### config.mk
export PLATFORM = sky130hd
export DESIGN_NAME = spi_frame_master
export DESIGN_NICKNAME = d
export VERILOG_FILES = /design/src/rtl/spi_frame_master.sv
export SDC_FILE = /design/constraint.sdc
export NUM_CORES = 1
export LEC_CHECK = 0
export CORE_MARGIN = 2
export CORE_UTILIZATION = 52
export CTS_CLUSTER_SIZE = 16
export DETAILED_ROUTE_END_ITERATION = 12
export GPL_TIMING_DRIVEN = 0
export PLACE_DENSITY = 0.92
export SETUP_SLACK_MARGIN = 0.5
export SYNTH_ARGS = -nofsm -noshare
export SYNTH_HDL_FRONTEND = slang
export SYNTH_SLANG_ARGS = --single-unit
### constraint.sdc
create_clock -name clk -period 2.9 [get_ports clk]
set_clock_uncertainty 0.1 [all_clocks]
set_input_delay 0.725 -clock clk [delete_from_list [all_inputs] [get_ports clk]]
set_output_delay 0.725 -clock clk [all_outputs]
set_load 0.01 [all_outputs]
### src/rtl/spi_frame_master.sv
// spi_frame_master: mode-0 SPI master that sends one lamp configuration frame, MSB first.
// Build option: define SPI_FRAME_CHECKSUM_EN to append an XOR checksum byte after byte 6.
module spi_frame_master #(
  parameter int CLK_DIV    = 4,
  parameter int GAP_CYCLES = 8
) (
  input  logic       clk,
  input  logic       reset,
  input  logic       start,
  input  logic [7:0] lint_in,
  input  logic [7:0] red_in,
  input  logic [7:0] green_in,
  input  logic [7:0] blue_in,
  input  logic [7:0] color_idx_in,
  input  logic [7:0] mode_in,
  input  logic [7:0] white_in,
  output logic       sck,
  output logic       cs,
  output logic       mosi,
  output logic       busy,
  output logic       done
);
`ifdef SPI_FRAME_CHECKSUM_EN
  localparam int NB = 8;
`else
  localparam int NB = 7;
`endif
  localparam int CW = $clog2(CLK_DIV);
  localparam int GW = $clog2(GAP_CYCLES + 1);
  localparam logic [CW-1:0] C_END = CW'(CLK_DIV - 1);
  localparam logic [GW-1:0] G_END = GW'(GAP_CYCLES - 1);
  localparam logic [2:0] B_END = 3'(NB - 1);
  typedef enum logic [2:0] {IDLE, SETUP, SCK_HIGH, SCK_LOW, GAP, HOLD, DONE} state_t;
  state_t          state_q;
  logic [7:0]      frame_q [NB];
  logic [CW-1:0]   cnt_q;
  logic [GW-1:0]   gap_q;
  logic [2:0]      byte_q;
  logic [2:0]      bit_q;
  logic            sck_q, cs_q, mosi_q, busy_q, done_q;
  logic            tick;
  logic [7:0]      cur_byte;
  assign tick     = cnt_q == C_END;
  assign cur_byte = frame_q[byte_q];
  assign sck      = sck_q;
  assign cs       = cs_q;
  assign mosi     = mosi_q;
  assign busy     = busy_q;
  assign done     = done_q;
  // Snapshot the frame at acceptance so later input changes cannot disturb it.
  always_ff @(posedge clk) begin
    if (reset && state_q == IDLE && start) begin
      frame_q[0] <= lint_in;
      frame_q[1] <= red_in;
      frame_q[2] <= green_in;
      frame_q[3] <= blue_in;
      frame_q[4] <= color_idx_in;
      frame_q[5] <= mode_in;
      frame_q[6] <= white_in;
`ifdef SPI_FRAME_CHECKSUM_EN
      frame_q[7] <= lint_in ^ red_in ^ green_in ^ blue_in ^ color_idx_in ^ mode_in ^ white_in;
`endif
    end
  end
  // Frame sequencer; all pin levels are registered and set on state transitions.
  always_ff @(posedge clk) begin
    if (!reset) begin
      state_q <= IDLE;
      cnt_q   <= '0;
      gap_q   <= '0;
      byte_q  <= '0;
      bit_q   <= '0;
      sck_q   <= 1'b0;
      cs_q    <= 1'b1;
      mosi_q  <= 1'b0;
      busy_q  <= 1'b0;
      done_q  <= 1'b0;
    end else begin
      done_q <= 1'b0;
      cnt_q  <= (tick || state_q inside {IDLE, GAP, DONE}) ? '0 : cnt_q + 1'b1;
      case (state_q)
        IDLE: if (start) begin
          state_q <= SETUP;
          byte_q  <= '0;
          bit_q   <= 3'd7;
          cs_q    <= 1'b0;
          busy_q  <= 1'b1;
          mosi_q  <= lint_in[7];
        end
        SETUP: if (tick) begin
          state_q <= SCK_HIGH;
          sck_q   <= 1'b1;
        end
        SCK_HIGH: if (tick) begin
          state_q <= SCK_LOW;
          sck_q   <= 1'b0;
          mosi_q  <= bit_q == 3'd0 ? 1'b0 : cur_byte[bit_q - 3'd1];
        end
        SCK_LOW: if (tick) begin
          if (bit_q != 3'd0) begin
            state_q <= SCK_HIGH;
            bit_q   <= bit_q - 3'd1;
            sck_q   <= 1'b1;
          end else if (byte_q != B_END) begin
            state_q <= GAP;
            byte_q  <= byte_q + 3'd1;
            bit_q   <= 3'd7;
            gap_q   <= '0;
            mosi_q  <= 1'b0;
          end else begin
            state_q <= HOLD;
          end
        end
        GAP: begin
          gap_q <= gap_q + 1'b1;
          if (gap_q == G_END) begin
            state_q <= SETUP;
            gap_q   <= '0;
            mosi_q  <= cur_byte[7];
          end
        end
        HOLD: if (tick) begin
          state_q <= DONE;
          cs_q    <= 1'b1;
          busy_q  <= 1'b0;
          done_q  <= 1'b1;
          mosi_q  <= 1'b0;
        end
        DONE: state_q <= IDLE;
        default: state_q <= IDLE;
      endcase
    end
  end
endmodule

Word-level counts from Yosys, hierarchy flattened

Memories as Yosys holds them, arrays and structs flattened. A register that Yosys moved wholly into a read port is not among the register bits.
Cells that the tools add are included.

Memory bits (writable): 56
Word-level logic and storage cells: 105
Output and inout port bits: 5
Memories: 1
Bits in registers: 20

Memories:

| name    | depth | bits a word | rd ports | clocked after Yosys merged registers in | write ports | RTL line | text |
|---|---|---|---|---|---|---|---|
| frame_q | 7     | 8           | 1        | 1                                       | 7           | 35       | `logic [7:0] frame_q [NB];` |

Mux-type cells: 48
Equality and inequality tests: 19
Bitwise logic cells: 1
Add/sub/neg operators: 4
$lt $le $gt $ge: 1
Reductions and logical operators: 21

Operators by type and width:

| cell                  | number |
|---|---|
| $mux W3               | 17 |
| $mux W1               | 18 |
| $pmux W3 S6           | 1 |
| $mux W4               | 4 |
| $ne A2 B2 Y1 const B  | 8 |
| $pmux W3 S2           | 2 |
| $reduce_and A5 Y1     | 2 |
| $eq A3 B3 Y1 const B  | 3 |
| $reduce_bool A3 Y1    | 3 |
| $pmux W4 S2           | 1 |
| $reduce_and A4 Y1     | 2 |
| $reduce_and A8 Y1     | 1 |
| $eq A3 B2 Y1 const B  | 2 |
| $logic_not A3 Y1      | 2 |
| $ne A3 B3 Y1 const B  | 2 |
| $reduce_and A6 Y1     | 1 |
| $reduce_bool A2 Y1    | 3 |
| $pmux W1 S5           | 1 |
| $reduce_bool A5 Y1    | 1 |
| $add A4 B1 Y4 const B | 1 |
| $eq A4 B3 Y1 const B  | 1 |
| $lt A3 B4 Y1 const B  | 1 |
| $pmux W1 S2           | 2 |
| $add A3 B1 Y3 const B | 1 |
| 13 further kinds      | 14 |

Depth between registers and ports, before layout

Depth in word-level cells: 7
Gate-level depth with buffers: 9
Gate-level depth less buffers: 8

Worst setup path after synthesis

Ideal clock, no wire load.

Kind: input to register
Start: in start
End: mem frame_q[0][0] (enable)
Required time: 2380 ps
Path buffers: 0
Arrival time: 2263 ps
Stages: 2
Slack: 117 ps
Path through: and3_1 -> and2_1

RTL lines:

| item               | RTL line | text |
|---|---|---|
| start: declaration | 9        | `input logic start,` |
| end: declaration   | 35       |  |

==> results.md <==
- The run finished with clean final reports.
- Across all layers, the routed design uses 2,407 vias.
- In this run the worst setup path begins at start.
- The maximum VDD drop is 0.391 mV.
- The count of unique library cells instantiated by Yosys is 47.
- The via count of the first global-routing pass was 2,430.
- The worst-case register-to-register setup slack is 690 ps.
- The filler cell count is 454.
- The repair_antennas step left the layout with diodes totalling 0.
- The layout cell share with drive strength beyond 1 is 13.0%.
- At the worst endpoint, the required time is 2780 ps.
- The final period demand of the worst path is 2310 ps.
- The layer carrying the most global-route usage is met2.
- The core outline area is 6390 um2.
- Setup repair after global routing left no endpoint under its margin.
- In this run the static leakage power is 1.55 nW.
- In this run, the number of DRC markers left after iteration 0 of detailed routing was 166.
- The number of nets in the final layout is 417.
- The worst register-to-register path ends at mosi.
- At the end of routability-driven placement, the weighted congestion stood at 0.865.
- For this run, the top clock speed supported by timing is 432 MHz.
- The internal power summed over all cells is 2.19 mW.
- Dividing the detail-routed wire length by the instance count gives 15.5 um.
- Measured against its own limit, the worst slew margin works out to 52.3%.
- In the synthesized netlist, the cells that appear most often are 56 x edfxtp_1, 23 x dfxtp_1, 22 x nor2_1, 14 x nand2_1, 13 x mux2i_1.
- The count of final max-slew check failures is 0.
- A synthesized cell averages 12.8 um2.
- At the pin with the least slew margin, the transition time is 716 ps.
- The final count of hold timing violations is 0.
- Measured in cells, the most critical reg-to-reg path has a length of 6.
- The highest-delay cell along the critical path is and2_4.
- The clock latency reported for the late side of the worst-skew pair is 350 ps.
- In this run, the combinational gates consume 21.9% of the power.
- Yosys mapped a number of flops with a built-in enable equal to 56.
- The die covers 7280 um2.
- The critical path endpoint category is a flop.
- The first global-routing pass estimated 11.0 mm of wire.
- The routed wire length is 6.68 mm.
- Net switching is 26.9% of the power.
- The placed standard-cell area is 4170 um2.
- The CTS root buffer is clkbuf_8.
- The path class of the tightest hold or removal check is flop to flop.
- The commonest register cell after synthesis is edfxtp_1.
- Ranked by total cell area, the synthesized netlist is headed by edfxtp_1 49%, dfxtp_1 13%, mux2i_1 3.8%.
- The number of buffers and inverters on the critical path is 1.
- Synthesis produced a netlist with a net count of 336.
- By instance count, the leading cell after synthesis is edfxtp_1.
- Entering global routing, the biggest net connects 57 pins.
- The met2 usage is 32.2%.
- The pre-antenna-repair detailed-routing pass consisted of 4 iterations.
- The portion of synthesized cell area occupied by the leading cell type is 48.9%.
- The count of warnings emitted by yosys is 0.
- The number of levels in the clock H-tree is 3.
- Dividing total power by cell area gives a power density of 674 nW/um2.
- The final cycle utilization of the critical path is 79.8%.
- The total CTS buffers is 9.
- The critical path ends at frame_q[1][1].
- The clock slew seen by the registers of the worst setup and hold paths is 70 ps.
- In the global route stage, overall resource usage came out at 19.6%.
- Compared with the post-synthesis result, the final layout area differs by 29.6%.
- The share of total power dissipated in the clock network is 29.3%.
- The height of the chip is 85.3 um.
- In this run, flip-flops and latches consume 48.7% of the power.
- Row generation in the floorplan step produced 29 rows.
- In this run the remaining antenna-violating nets after routing total 0.
- The number of remaining DRC errors is 0.
- The category of the critical setup timing path is input port to flop.
- Summing all non-filler instances in the final layout gives an area of 4460 um2.
- The fraction of met1 tracks used by global routing is 25.1%.
- STA classifies the critical path startpoint as an input port.
- The cell area that synthesis handed to floorplanning was 3440 um2.
- The largest fanout on the critical path is 56.
- Using the TritonRoute via totals, the vias-per-cell ratio works out to 5.57.
- The number of maximum-capacitance violations is 0.
- The die is 85.3 um wide.
- The net switching component of the power is 0.808 mW.
- For this configuration, the core starts out at a cell density of 53.8%.
- The post-cts hold buffer count is 0.
- The total overflow left after global routing is 0.
- Synthesis produced 269 cells.
- The number of flip-flops and latches in the synthesized netlist is 79.
- The largest incremental delay on the critical path is 630 ps.
- After synthesis, flip-flops and latches occupy 62.3% of the total area.
- The half-perimeter wire length of the detailed placement result is 4.62 mm.
- Broken down by cell family, the worst path's largest delay share belongs to simple AND/OR/NAND/NOR gates.
- The clock tree from TritonCTS is done.
- The number of top-level pins is 64.
- Global routing consumed, on the met3 layer, 4.86% of the routing resources.
- The data arrival time at the worst-slack endpoint is 2200 ps.
- The number of port buffers is 63.
- The number of antenna violations at the first check in global routing is 0.
- The final count of negative-setup-slack endpoints is 0.
- The critical path runs through a total of 3 cells.
- The leading area contributor after synthesis is edfxtp_1.
- Summing internal, switching and leakage power gives 3.00 mW.
- The number of buffers between clock root and the deepest sink is 2.
- The number of sinks driven by the clock tree is 79.
- Counting flops with an async set or reset pin after synthesis yields a share of 0%.
- The critical path goes through clkdlybuf4s50_1, and3_1, and2_4.
==> per-stage QoR <==
stage / hold slack, ps / worst slack, ps / cells / TNS [ps] / util, %
after floorplan: 297 / 723 / 269 / 0 / -
after global placement: 305 / -117 / 409 / -6410 / 65.2
after detailed placement: 319 / -182 / 409 / -10100 / 65.2
after CTS: 329 / 531 / 425 / 0 / 68.6
after global routing: 362 / 485 / 432 / 0 / 69.8
final: 323 / 586 / 432 / 0 / 69.8
==> area by class of cell <==
type,count,area (um2),share of cell area [%]
clock buffer,11,131,2.95
timing repair buffer,70,683,15.3
buffer,12,83.8,1.88
sequential,79,2140,48.1
multi-input combinational,170,1200,27.0
inverter,8,33.8,0.758
tap,77,96.3,2.16
clock inverter,5,82.6,1.85
==> cells in the final DEF, fill, tap and decap left out, types with 9 or more instances in the layout <==
cell type         n
clkbuf_8         10
dfxtp_1          23
o21ai_0          10
nand2_1          14
a21oi_1          12
nor2_1           22
mux2i_1          13
clkdlybuf4s50_1  63
edfxtp_1         56
nor2b_1           9
==> flip-flops by register name, indices dropped and copies added (netlist names), named ones only <==
| name | count |
|---|---|
| frame_q | 56 |
| bit_q | 3 |
| cnt_q | 2 |
| busy | 1 |
| sck | 1 |
| mosi | 1 |
| cs | 1 |
| byte_q | 3 |
| state_q | 3 |
| gap_q | 4 |
| done | 1 |
==> routing by layer <==
metal / vias to the layer above / part of all wire (%)
met5: - / 0
met1: 1122 / 42
met2: 94 / 51
met3: 12 / 4.8
li1: 1179 / -
met4: 0 / 2.0
==> cells by family (layout without fill, tap and decap cells) <==
kind of cell	Yosys count	in the layout	share of synthesized area, %
multiplexers	23	23	8.04
XOR/XNOR	2	2	0.510
AO/OA/AOI/OAI	54	54	10.6
adder cells (fa/ha/maj)	8	8	2.91
buffers and inverters	20	106	3.27
flip-flops	79	79	62.3
AND/OR/NAND/NOR	83	83	12.4
==> what timing repair did <==
item / CTS / global route
setup endpoints to repair: 56 / 1
setup buffers: 0 / 7
resized for setup: 1 / 8
pin swaps: 0 / 1
hold endpoints to repair: 0 / 0
==> power by group through the flow <==
stage	Sequential, mW	Combinational [mW]	Clock (mW)
after floorplan	1.47	0.395	0
after global placement	1.48	0.606	0
after detailed placement	1.49	0.618	0
after CTS	1.46	0.623	0.893
after global routing	1.48	0.729	0.942
final	1.46	0.658	0.881
==> worst min path at each step <==
| stage | start | to | slack (ps) | depth (start not counted) |
|---|---|---|---|---|
| 6_report | cnt_q[0] | cnt_q[0] | 320 | 1 |
| 5_1_grt | cnt_q[0] | cnt_q[0] | 360 | 1 |
| 4_1_cts | cnt_q[0] | cnt_q[0] | 330 | 1 |
| 3_5_place_dp | cnt_q[0] | cnt_q[0] | 320 | 1 |
| 3_3_place_gp | cnt_q[0] | cnt_q[0] | 310 | 1 |
| 2_1_floorplan | cnt_q[0] | cnt_q[0] | 300 | 1 |
No activity file was read; power rests on OpenSTA's default activity.
